$ cat src/rtl/timed_multiplier.sv
// timed_multiplier: 4x4 unsigned shift-add multiplier sequenced by Johnson timing phases T0..T7.
module timed_multiplier (
  input  logic       clk,
  input  logic       rst,
  input  logic       start,
  input  logic       T0,
  input  logic       T1,
  input  logic       T2,
  input  logic       T3,
  input  logic       T4,
  input  logic       T5,
  input  logic       T6,
  input  logic       T7,
  input  logic [3:0] A,
  input  logic [3:0] B,
  output logic [7:0] P,
  output logic       busy,
  output logic       done,
  output logic       err
);
  typedef enum logic [1:0] {IDLE, ARMED, RUN, DONE} state_t;
  state_t r_state, w_next;
  logic [3:0] r_m, r_q;
  logic [4:0] r_acc;
  logic [7:0] r_p;
  logic       r_err;
  logic [7:0] w_t;
  logic       w_load, w_fault, w_step, w_fin;
  logic [4:0] w_sum;
  assign w_t     = {T7, T6, T5, T4, T3, T2, T1, T0};
  assign w_load  = (r_state == ARMED) && (w_t == 8'h01);
  // Only T1..T5 are legal while running; anything else or a multi-hot phase aborts.
  assign w_fault = (r_state == RUN) && (!$onehot(w_t) || T0 || T6 || T7);
  assign w_step  = (r_state == RUN) && !w_fault && (T1 || T2 || T3 || T4);
  assign w_fin   = (r_state == RUN) && !w_fault && T5;
  assign w_sum   = r_q[0] ? r_acc + {1'b0, r_m} : r_acc;
  always_ff @(posedge clk) begin
    if (rst) r_state <= IDLE;
    else     r_state <= w_next;
  end
  always_comb begin
    w_next = r_state;
    w_next = (r_state == IDLE)  ? (start ? ARMED : IDLE) :
             (r_state == ARMED) ? (w_load ? RUN : ARMED) :
             (r_state == RUN)   ? (w_fault ? IDLE : (T5 ? DONE : RUN)) :
             IDLE;
  end
  always_comb begin
    busy = (r_state == ARMED) || (r_state == RUN);
    done = (r_state == DONE);
    P    = r_p;
    err  = r_err;
  end
  always_ff @(posedge clk) begin
    if (rst) begin
      r_m   <= '0;
      r_q   <= '0;
      r_acc <= '0;
      r_p   <= '0;
      r_err <= 1'b0;
    end else begin
      if (w_load) begin
        r_m   <= A;
        r_q   <= B;
        r_acc <= '0;
      end else if (w_step) begin
        r_acc <= {1'b0, w_sum[4:1]};
        r_q   <= {w_sum[0], r_q[3:1]};
      end
      if (w_fin)   r_p   <= {r_acc[3:0], r_q};
      if (w_fault) r_err <= 1'b1;
    end
  end
endmodule

$ cat config.mk
export PLATFORM = sky130hd
export DESIGN_NAME = timed_multiplier
export DESIGN_NICKNAME = d
export VERILOG_FILES = /design/src/rtl/timed_multiplier.sv
export SDC_FILE = /design/constraint.sdc
export NUM_CORES = 1
export LEC_CHECK = 0
export CORE_MARGIN = 4
export CORE_UTILIZATION = 45
export CTS_BUF_LIST = sky130_fd_sc_hd__clkbuf_4
export CTS_CLUSTER_DIAMETER = 100
export DETAILED_ROUTE_END_ITERATION = 7
export PLACE_DENSITY_LB_ADDON = 0.2
export SYNTH_ARGS = -nofsm -noshare
export SYNTH_HDL_FRONTEND = slang
export SYNTH_SLANG_ARGS = --single-unit
$ cat constraint.sdc
create_clock -name clk -period 5.4 [get_ports clk]
set_input_delay 0.81 -clock clk [delete_from_list [all_inputs] [get_ports clk]]
set_output_delay 0.81 -clock clk [all_outputs]
set_load 0.03 [all_outputs]
[Yosys cells after proc, flatten, opt, wreduce, memory -nomap -nowiden]
Index checks and enable logic that the tools add are counted.
Widths: inputs -> output; s select.
Storage, ports and cells
  register bits after elaboration: 23
  input port bits: 19
  output and inout bits: 11
  word-level logic and storage cells: 46
Cells by class
  add/sub/neg operators: 8
  equal/unequal tests: 5
  muxes and demuxes: 10
  reductions and logical operators: 17
Operators with widths (count)
  $mux 2: 5
  $add 1x1->2: 4
  $eq 8x1->1 const B: 1
  $mux 4: 2
  $logic_or 1x1->1: 7
  $add 2x2->3: 2
  $add 4x4->5: 1
  $logic_and 1x1->1: 5
  $mux 5: 1
  $add 3x3->4: 1
  $eq 2x2->1 const B: 2
  $eq 4x1->1 const B: 1
  $eq 2x1->1 const B: 1
  $logic_not 1->1: 2
  $logic_not 2->1: 1
  $mux 1: 2
  $reduce_bool 2->1: 1
  $reduce_or 2->1: 1

[Depth between registers and ports, before layout]
  word-level depth: 14
  mapped depth: 14
  mapped depth without buffers: 13

[Worst setup path before layout]
OpenSTA, ideal clock, no wires.
  path type: input -> register
  start: input T0
  end: register r_q[3]
  library setup time: 0.071 ns
  arrival time: 3.989 ns
  data required time: 5.329 ns
  setup slack: 1.340 ns
  stages: 14
  path buffers: 1
  cells stage by stage: inv_1 > fa_1 > fa_1 > fa_1 > inv_1 > ha_1 > inv_1 > fa_1 > a211oi_2 > and3_1 > nand4b_2 > buf_6 > a211o_2 > a21oi_1
On the way
  word-level cells in the longest chain between the ends: 13
  elaborated cells on any way between the ends: 16
  those cells by class: add/sub (3); eq/ne (2); mux (1); reduce/logical (10)
RTL lines
  start: declaration: line 6  | input logic T0,
  $add 1x1->2 (not written as such): line 33  | assign w_fault = (r_state == RUN) && (!$onehot(w_t) || T0 || T6 || T7);
  $add 2x2->3 (not written as such): line 33
  $add 3x3->4 (not written as such): line 33
  $eq 4x1->1: line 33
  $logic_not 1->1: line 33
  $logic_or 1x1->1 (3 in a row): line 33
  $logic_and 1x1->1: line 33
  $logic_not 1->1: line 34  | assign w_step = (r_state == RUN) && !w_fault && (T1 || T2 || T3 || T4);
  $logic_and 1x1->1 (2 in a row): line 34
  $reduce_bool 2->1 (no source line)
  end signal: assignment: line 68  | r_q <= {w_sum[0], r_q[3:1]};
  end: declaration: line 23  | logic [3:0] r_m, r_q;
Several ways; a longest one is shown, not always the timed one.
A chain may end at the register's enable or synchronous reset.

[Final worst setup path]
  start: input T0
  end: register r_p[7], in the netlist P[7]
On the way
  word-level cells in the longest chain between the ends: 12
RTL lines
  $add 1x1->2 (not written as such): line 33
  $add 2x2->3 (not written as such): line 33
  $add 3x3->4 (not written as such): line 33
  $eq 4x1->1: line 33
  $logic_not 1->1: line 33
  $logic_or 1x1->1 (*) (3 in a row): line 33
  $logic_and 1x1->1 (*): line 33
  $logic_not 1->1 (*): line 35  | assign w_fin = (r_state == RUN) && !w_fault && T5;
  $logic_and 1x1->1 (*) (2 in a row): line 35
  end signal: assignment: line 70  | if (w_fin) r_p <= {r_acc[3:0], r_q};
  end: declaration: line 25  | logic [7:0] r_p;
Every way passes the cells marked *; elsewhere a longest branch is shown, timed or not.

==> impl_metrics.tcl <==
set metrics [dict create \
    outcome "complete, no violations" \
    min_path_type "reg -> reg" \
    grt_max_degree 23 \
    ir_worst_vdd_v 0.000103 \
    fmax_mhz 215 \
    antenna_left 0 \
    drive_gt1_share_pct 7.10 \
    placed_cells_incl_taps 210 \
    syn-cell-area_um2 1390 \
    totalWireLength_um 3060 \
    hold_buffers 0 \
    fp.dieW_um 63.5 \
    crit_type "in -> reg" \
    setup_violations 0 \
    yosys.area.top_type "dfxtp_1" \
    synth.avg_cell_area_um2 8.99 \
    synth_simple_gate_area_share_pct 15.7 \
    ios 30 \
    core_um2 2850 \
    htreeDepth 1 \
    synth-edff-count 0 \
    clock_path_buffers 2 \
    synth_cell_types 34 \
    synth_top_family_by_area "adder cells" \
    grt_pass1_wl_um 5440 \
    synth_fa_ha_area_share_pct 18.1 \
    regArea_um2 460 \
    cts_tree "yes" \
    grt_pass1_vias 1176 \
    slew_headroom_pct 45.3 \
    clkLatencyLatePin_ps 310 \
    synth_seq_cells 23 \
    fin_crit_ps 4650 \
    synth-xor-area-share_pct 1.26 \
    drt_first_pass_iters 4 \
    netlist_top_cells_count "dfxtp_1 (23), inv_1 (23), nor2_1 (15)" \
    synth_nets 190 \
    multi_input_area_um2 802 \
    hold_viol 0 \
    syn_inst 154 \
    hpwlAfterDp_um 2430 \
    layout_setup_ws_ps 754 \
    drcViolationCount 0 \
    synth_top_area_share_pct 33.2 \
    grt_setup_unrepaired "no" \
    crit_path_start_kind "input pin" \
    synthMuxAreaShare_pct 9.39 \
    finalMaxSlewViolations 0 \
    design_area_um2 1720 \
    n_fill_cell 268 \
    worstMarginPinSlew_ps 818 \
    synth_area_leaders "dfxtp_1 (33%), ha_1 (11%), mux2i_1 (9.4%), fa_1 (7.2%), inv_1 (6.2%)" \
    dp_slack_ps 420 \
    initial_utilization_pct 48.6 \
    synth_compound_area_share_pct 13.5 \
    worstPathArrival_ps 4830 \
    final_cells 214 \
    wl_per_cell_um 14.3 \
    io_buffers 29 \
    endpoint_kind "flop" \
    yosysSeqAreaShare_pct 33.2 \
    post_dp_cell_area_um2 1690 \
    skew_ps 1.33 \
    dr_total_vias 1119 \
    async_flop_share_pct 0 \
    syn_to_final_growth_pct 24.2 \
    cts-root-buf "clkbuf_4" \
    dieArea_um2 4030 \
    nNetsFinal 220 \
    cts.sinks 23 \
    antenna_found_initial 0 \
    ys_warn_count 0 \
    crit_fanout 6 \
    rows 19 \
    ctsResizeCount 0 \
    n_antenna_cell 0 \
    synthFlopType "dfxtp_1" \
    cap_viol_max_count 0 \
    cp.required_ps 5580 \
    drt_iter0_drc 24 \
    cts_setup_buffers 0 \
    power.density_nw_per_um2 183 \
    clk_pin_slew_ps 130 \
    viasPerCell 5.23 \
    die_height_um 63.5 \
    power_leakage_nw 0.830 \
    fin_setup_tns_ps 0 \
    period_share_pct 86.0 \
    place_congestion 0.850 \
    hold_slack_ps 460 \
    grt-ovfl-total 0 \
    grtUsageTotal_pct 17.1 \
    cts_buffers 3 \
]
-- worst paths after layout --
path	start	endpoint	slack [ps]	cells after the start
min reg2reg	err	err	460	2
min	err	err	460	2
max	T0	P[7]	750	15
max reg2reg	r_acc[0]	r_acc[3]	3400	8
-- state kept, by name, summed over array words and instances, names as in the netlist --
name and count:
P 8, err 1, r_acc 4, r_m 4, r_q 4, r_state 2
-- area by class of cell --
type                       count  share of cell area, %
multi-input combinational    102                   46.6
sequential                    23                   26.8
timing repair buffer          31                   17.7
inverter                      23                   5.02
tap                           31                   2.25
clock buffer                   3                   1.31
clock inverter                 1                  0.291
-- power breakdown --
part,leakage (nW),switching (mW),internal [mW]
combinational,0.627,0.0315,0.0317
clock,0.0177,0.0537,0.0277
sequential,0.185,0.000473,0.170
-- kinds of logic (layout without fill, tap and decap cells) --
family                     Yosys count  in the layout
AOI/OAI and AO/OA                   26             26
buffers and inverters               29             58
and+or+nand+nor                     44             44
DFF                                 23             23
muxes                               13             13
adders and majority gates           17             17
xor gates and xnor gates             2              2
-- routing by layer --
metal | up-vias | GRT usage [%] | wire length, um
met2 | 12 | 28.8 | 1560
met5 | - | 0 | 0
met4 | 0 | 4.85 | 18
li1 | 579 | - | -
met3 | 2 | 3.55 | 76
met1 | 526 | 21.8 | 1410
-- per-stage QoR --
step                      power (mW)  utilization [%]
after floorplan                0.212                -
after global placement         0.236             59.3
after detailed placement       0.238             59.3
after CTS                      0.320             60.3
after global routing           0.339             60.3
final                          0.315             60.3
-- critical path: stages --
cell and delay (ps):
clkdlybuf4s50_1 510, inv_1 70, fa_1 550, fa_1 430
fa_1 430, inv_1 70, ha_1 150, inv_1 50
fa_1 390, a211oi_2 260, and3_1 220, nand4b_1 370
buf_4 310, mux2i_1 160, nor2_1 50
-- layout by cell type (no fill, tap or decap), types with 2 or more instances in the layout --
master / count
a21o_1: 2
a211oi_1: 3
a21oi_1: 11
inv_1: 23
dfxtp_1: 23
nor2b_1: 2
buf_4: 2
nor3_1: 4
nand3_1: 3
a211oi_2: 2
fa_1: 5
mux2i_1: 13
clkbuf_4: 3
ha_1: 12
nand2_1: 12
clkdlybuf4s50_1: 29
a31oi_1: 2
nor2_1: 15
and3_1: 2
Note: power is estimated with default switching activity, not from simulation.
